<file path="config.mk">
export PLATFORM = sky130hd
export DESIGN_NAME = oc8051_cxrom_fetch
export DESIGN_NICKNAME = d
export VERILOG_FILES = /design/src/rtl/oc8051_cxrom_fetch_pkg.sv /design/src/rtl/oc8051_sat_cnt.sv /design/src/rtl/oc8051_cxrom_fetch.sv
export SDC_FILE = /design/constraint.sdc
export NUM_CORES = 1
export LEC_CHECK = 0
export CORE_UTILIZATION = 44
export CTS_CLUSTER_DIAMETER = 30
export DETAILED_ROUTE_END_ITERATION = 6
export GPL_TIMING_DRIVEN = 0
export HOLD_SLACK_MARGIN = 0.05
export PLACE_DENSITY = 0.7
export SETUP_SLACK_MARGIN = 0.5
export SLEW_MARGIN = 40
export SYNTH_ARGS = -nofsm -noshare
export SYNTH_HDL_FRONTEND = slang
export SYNTH_SLANG_ARGS = --single-unit
</file>
<file path="constraint.sdc">
create_clock -name clk -period 2.8 [get_ports clk]
set_input_delay 0.7 -clock clk [delete_from_list [all_inputs] [get_ports clk]]
set_output_delay 0.7 -clock clk [all_outputs]
set_load 0.01 [all_outputs]
</file>
<file path="src/rtl/oc8051_cxrom_fetch_pkg.sv">
// Shared constants and state encoding for the oc8051 code-ROM fetch bridge.
package oc8051_cxrom_fetch_pkg;

  localparam int ROM_AW          = 16;
  localparam int ROM_DW          = 32;
  localparam int WAIT_STATES_DEF = 1;
  // Wait counter is sized for the legal wait-state range 0..15.
  localparam int WCNT_W          = 4;

  typedef enum logic [1:0] {
    ST_IDLE = 2'd0,
    ST_WAIT = 2'd1,
    ST_ACK  = 2'd2
  } fetch_state_t;

endpackage

</file>
<file path="src/rtl/oc8051_sat_cnt.sv">
// Saturating up-counter: holds at all-ones instead of wrapping.
module oc8051_sat_cnt #(
  parameter int W = 16
) (
  input  logic         clk,
  input  logic         rst,
  input  logic         inc,
  output logic [W-1:0] cnt
);

  // Count one per enabled cycle until all-ones is reached.
  always_ff @(posedge clk or negedge rst) begin
    if (!rst) begin
      cnt <= '0;
    end else if (inc && (cnt != {W{1'b1}})) begin
      cnt <= cnt + W'(1);
    end
  end

endmodule

</file>
<file path="src/rtl/oc8051_cxrom_fetch.sv">
// Registered fetch bridge from the oc8051 instruction Wishbone port to a
// combinational code ROM, with programmable wait states, a one-entry line
// buffer and saturating hit/miss profiling counters.
//
//   state   | meaning
//   IDLE    | waiting for a request; hit check against the line buffer
//   WAIT    | miss in progress; counting down ROM wait states
//   ACK     | wbi_ack_o high for this single cycle
module oc8051_cxrom_fetch
  import oc8051_cxrom_fetch_pkg::*;
#(
  parameter int WAIT_STATES = WAIT_STATES_DEF,
  parameter int CNT_W       = 16
) (
  input  logic              clk,
  input  logic              rst,
  input  logic [ROM_AW-1:0] wbi_adr_i,
  input  logic              wbi_stb_i,
  input  logic              wbi_cyc_i,
  output logic [ROM_DW-1:0] wbi_dat_o,
  output logic              wbi_ack_o,
  input  logic              flush,
  output logic [ROM_AW-1:0] cxrom_addr,
  input  logic [ROM_DW-1:0] cxrom_data_in,
  output logic [CNT_W-1:0]  hit_cnt,
  output logic [CNT_W-1:0]  miss_cnt
);

  fetch_state_t      state;
  logic [WCNT_W-1:0] wait_cnt;
  logic              buf_valid;
  logic [ROM_AW-1:0] buf_tag;
  logic [ROM_DW-1:0] buf_data;

  logic req;
  logic hit;
  logic hit_inc;
  logic miss_inc;

  // Hit check uses the registered valid, so a coincident flush still serves the hit.
  always_comb begin
    req      = wbi_stb_i & wbi_cyc_i;
    hit      = buf_valid && (wbi_adr_i == buf_tag);
    hit_inc  = (state == ST_IDLE) && req && hit;
    miss_inc = (state == ST_WAIT) && req && (wait_cnt == '0);
  end

  // Fetch FSM, line buffer and ROM address register; flush overrides any valid set.
  always_ff @(posedge clk or negedge rst) begin
    if (!rst) begin
      state      <= ST_IDLE;
      wbi_ack_o  <= 1'b0;
      wbi_dat_o  <= '0;
      cxrom_addr <= '0;
      wait_cnt   <= '0;
      buf_valid  <= 1'b0;
      buf_tag    <= '0;
      buf_data   <= '0;
    end else begin
      wbi_ack_o <= 1'b0;
      case (state)
        ST_IDLE: begin
          if (req) begin
            if (hit) begin
              wbi_dat_o <= buf_data;
              wbi_ack_o <= 1'b1;
              state     <= ST_ACK;
            end else begin
              cxrom_addr <= wbi_adr_i;
              wait_cnt   <= WCNT_W'(WAIT_STATES);
              state      <= ST_WAIT;
            end
          end
        end
        ST_WAIT: begin
          if (!req) begin
            state <= ST_IDLE;
          end else if (wait_cnt != '0) begin
            wait_cnt <= wait_cnt - WCNT_W'(1);
          end else begin
            wbi_dat_o <= cxrom_data_in;
            buf_data  <= cxrom_data_in;
            buf_tag   <= cxrom_addr;
            buf_valid <= 1'b1;
            wbi_ack_o <= 1'b1;
            state     <= ST_ACK;
          end
        end
        ST_ACK: begin
          state <= ST_IDLE;
        end
        default: begin
          state <= ST_IDLE;
        end
      endcase
      if (flush) begin
        buf_valid <= 1'b0;
      end
    end
  end

  oc8051_sat_cnt #(.W(CNT_W)) u_hit_cnt (
    .clk (clk),
    .rst (rst),
    .inc (hit_inc),
    .cnt (hit_cnt)
  );

  oc8051_sat_cnt #(.W(CNT_W)) u_miss_cnt (
    .clk (clk),
    .rst (rst),
    .inc (miss_inc),
    .cnt (miss_cnt)
  );

endmodule

</file>
==> results.toml <==
[yosys]
ys_seq_area_share_pct = 57.3
synth_fa_ha_area_share_pct = 0.633
synth-edff-count = 0
syn_area_sq_um = 5930
synth.area.mux_share_pct = 8.96
synth_ff_type = "dfrtp_1"
syn_area_per_cell_sq_um = 10.2
syn_nets = 636
synth.distinct_cells = 42
ys_ff_latch = 136
synth-xor-area-share_pct = 6.35
synth_top_family_by_area = "simple AND/OR/NAND/NOR gates"
syn_inst = 580
synthArstFlopShare_pct = 100
ys_warn_count = 0
synth_simple_gate_area_share_pct = 19.9
synth_compound_area_share_pct = 4.47

[drt]
routedWlPerCell_microns = 16.0
ant_nets = 0
drcViolationCount = 0
drt_iter0_drc = 196
wl_met3_microns = 582
drt-total-wl_microns = 15400
wl_met2_microns = 7850
top_layer = "met4"
dr.pass1.iters = 4
viasPerCell = 5.05
met1Wirelength_microns = 6670
vias = 4844

[timing]
worst_pin_slew_ns = 0.795
finalSetupViolations = 0
fin_tns_setup_ns = 0
finClkSkew_ns = 0.00962
hold_viol = 0
finalCritPeriodShare_pct = 88.4
rsz0062_at_grt = "yes"
fmax_ghz = 0.404
setup_ws_ns = 0.324
period_needed_ns = 2.48
max_slew_margin_pct = 47.0
drv_slew = 0

[critical_path]
cp_max_fo = 7
crit_chain = "clkdlybuf4s15_1, a2111o_1, or4_4, buf_6, nor4b_4, buf_6, mux2_4"
critPathBufInv = 3
cp_common_cell = "buf_6"
crit_arrival_ns = 2.78
cp_slowest_cell = "or4_4"
cpPeakStageDelay_ns = 0.57
crit_type = "in2reg"
crit_family = "simple AND/OR/NAND/NOR gates"
endpoint_kind = "register"
required_ns = 3.10
crit_path_start_kind = "input pin"

[cells_and_area]
nets = 826
drive_gt1_share_pct = 20.6
fillers = 1002
seq_area_sq_um = 3400
syn2layout_area_growth_pct = 51.1
multi_input_area_sq_um = 2700

[placed_design]
preCtsSetupSlack_ns = -0.648
dp_hpwl_microns = 10100
place.port_buffers = 133
gp_congestion = 0.776

[global_routing]
grt_pass1_vias = 4963
gr-total-overflow = 0
grt_max_degree = 59
grt_usage_pct = 22.9
grt_pass1_wl_microns = 24900
antenna_found_initial = 1

[clock_tree]
cts_max_path_buffers = 2
root_buffer = "clkbuf_16"
cts_hold_buf = 0
numCtsBuffers = 17
clkLatencyLatePin_ns = 0.42
clkTransAtPathRegs_ns = 0.06
cts.htree.levels = 4
clock_sinks = 136
cts_tree = "yes"

[floorplan]
ioPinCount = 134
die-area_sq_um = 14000
die_height_microns = 118
die_w_microns = 118
rows = 42
start_util_pct = 45.0
core_area_sq_um = 13200

[flow_run]
cap_violations = 0

[run_status]
outcome = "completed"

[power]
p_per_area_nw_per_um2 = 616
vdd_ir_drop_max_uv = 400
cellLeakagePower_nw = 4.14

[worst_hold_path]
hp-class = "in2async"
[synthesized netlist by cell type, types with 2 or more instances]
library cell / number / area share [%]
a21oi_1: 32 / 2.7
a22oi_1: 2 / 0.25
and2_1: 2 / 0.21
and3_1: 4 / 0.42
and4_1: 2 / 0.30
buf_2: 5 / 0.42
buf_4: 3 / 0.38
clkbuf_1: 17 / 1.1
dfrtp_1: 136 / 57
ha_1: 3 / 0.63
inv_1: 7 / 0.44
mux2_2: 16 / 3.0
mux2i_1: 34 / 5.7
nand2_1: 164 / 10
nand2b_1: 2 / 0.21
nand3_1: 12 / 1.0
nand4_1: 11 / 1.2
nand4bb_1: 2 / 0.38
nor2_1: 44 / 2.8
nor2b_1: 4 / 0.42
nor3_1: 9 / 0.76
nor4_1: 4 / 0.42
o21ai_0: 2 / 0.17
o22ai_1: 2 / 0.21
o31ai_1: 2 / 0.25
or2_2: 2 / 0.21
xnor2_1: 27 / 4.0
xor2_1: 16 / 2.4
[placed cells by master, fill, tap and decap left out, types with 3 or more instances in the layout]
cell type        Yosys  layout
bufinv_16            0       3
xor2_1              16      16
inv_1                7       7
xnor2_1             27      25
a21oi_2              0      32
clkinv_2             0       3
buf_12               0       5
nand4_1             11      11
nor2_1              44      39
buf_4                3      17
clkbuf_16            0      18
mux2i_1             34      34
buf_2                5       4
nor4_4               0       3
buf_6                0      14
clkdlybuf4s50_1      0     116
ha_1                 3       3
mux2_2              16      15
buf_16               0       5
clkbuf_1            17      15
buf_8                0       6
nand2_1            164     163
nor2_4               0       5
dfrtp_1            136     136
clkbuf_2             0       4
and3_1               4       4
nor3_1               9       6
nand3_1             12      10
dlygate4sd2_1        0       8
clkbuf_8             0       4
[cell families after synthesis]
kind of cell | after synthesis
AOI/OAI and AO/OA | 45
xor gates and xnor gates | 43
muxes | 51
buffers and inverters | 33
adders and majority gates | 3
DFF | 136
and+or+nand+nor | 269
[registers in the layout, summed over array words and instances, names as in the netlist]
register and cells:
cxrom_addr 16, u_hit_cnt.cnt 16, buf_valid 1, wbi_dat_o 32
buf_data 32, state 2, buf_tag 16, u_miss_cnt.cnt 16
wait_cnt 4, wbi_ack_o 1
[layout make-up]
class	count	area share, %
multi-input cells	411	30.1
diodes	1	0.0279
repair buffers	171	20.3
clock buffers	24	5.26
plain buffers	26	2.34
clock inverters	8	1.34
inverters	7	0.293
flip-flops and latches	136	37.9
well taps	176	2.46
[power by group]
group / internal (W) / switching (W) / total [W]
logic: 0.000520 / 0.000409 / 0.000929
registers: 0.00219 / 0.000153 / 0.00235
clock network: 0.00144 / 0.000807 / 0.00225
[repair_timing]
item,in CTS,in global routing
cloned,4,1
endpoints found under the setup margin,104,103
pin swaps,18,18
gates resized for setup,75,41
setup buffers,23,8
[worst paths after layout]
check / start / slack, ns / cells after the start / end
max in group asynchronous: rst / 1.79 / 3 / cxrom_addr[0]
setup / recovery: wbi_adr_i[9] / 0.32 / 7 / u_hit_cnt.cnt[1]
hold reg to reg: buf_data[13] / 0.48 / 2 / buf_data[13]
min in group clk: buf_data[13] / 0.48 / 2 / buf_data[13]
setup reg to reg: buf_tag[11] / 0.35 / 7 / u_hit_cnt.cnt[1]
hold / removal: rst / 0.14 / 1 / wbi_dat_o[12]
[per-layer routing]
metal	vias to the layer above	track usage [%]
li1	2301	-
met1	2412	28.5
met2	112	38.8
met3	19	4.92
met4	0	9.54
met5	-	0
[stage by stage]
stage | total power (W) | cells | cell area, sq um | hold slack (ns) | utilization, %
CTS | 0.00553 | 950 | 8730 | 0.135 | 66.2
detailed placement | 0.00324 | 891 | 7650 | 0.462 | 58.0
global route | 0.00577 | 960 | 8970 | 0.133 | 68.0
global placement | 0.00320 | 889 | 7590 | 0.456 | 57.5
finish | 0.00552 | 960 | 8970 | 0.137 | 68.0
floorplan | 0.00273 | 580 | 6030 | 0.404 | -
(Power assumes the default switching activity.)
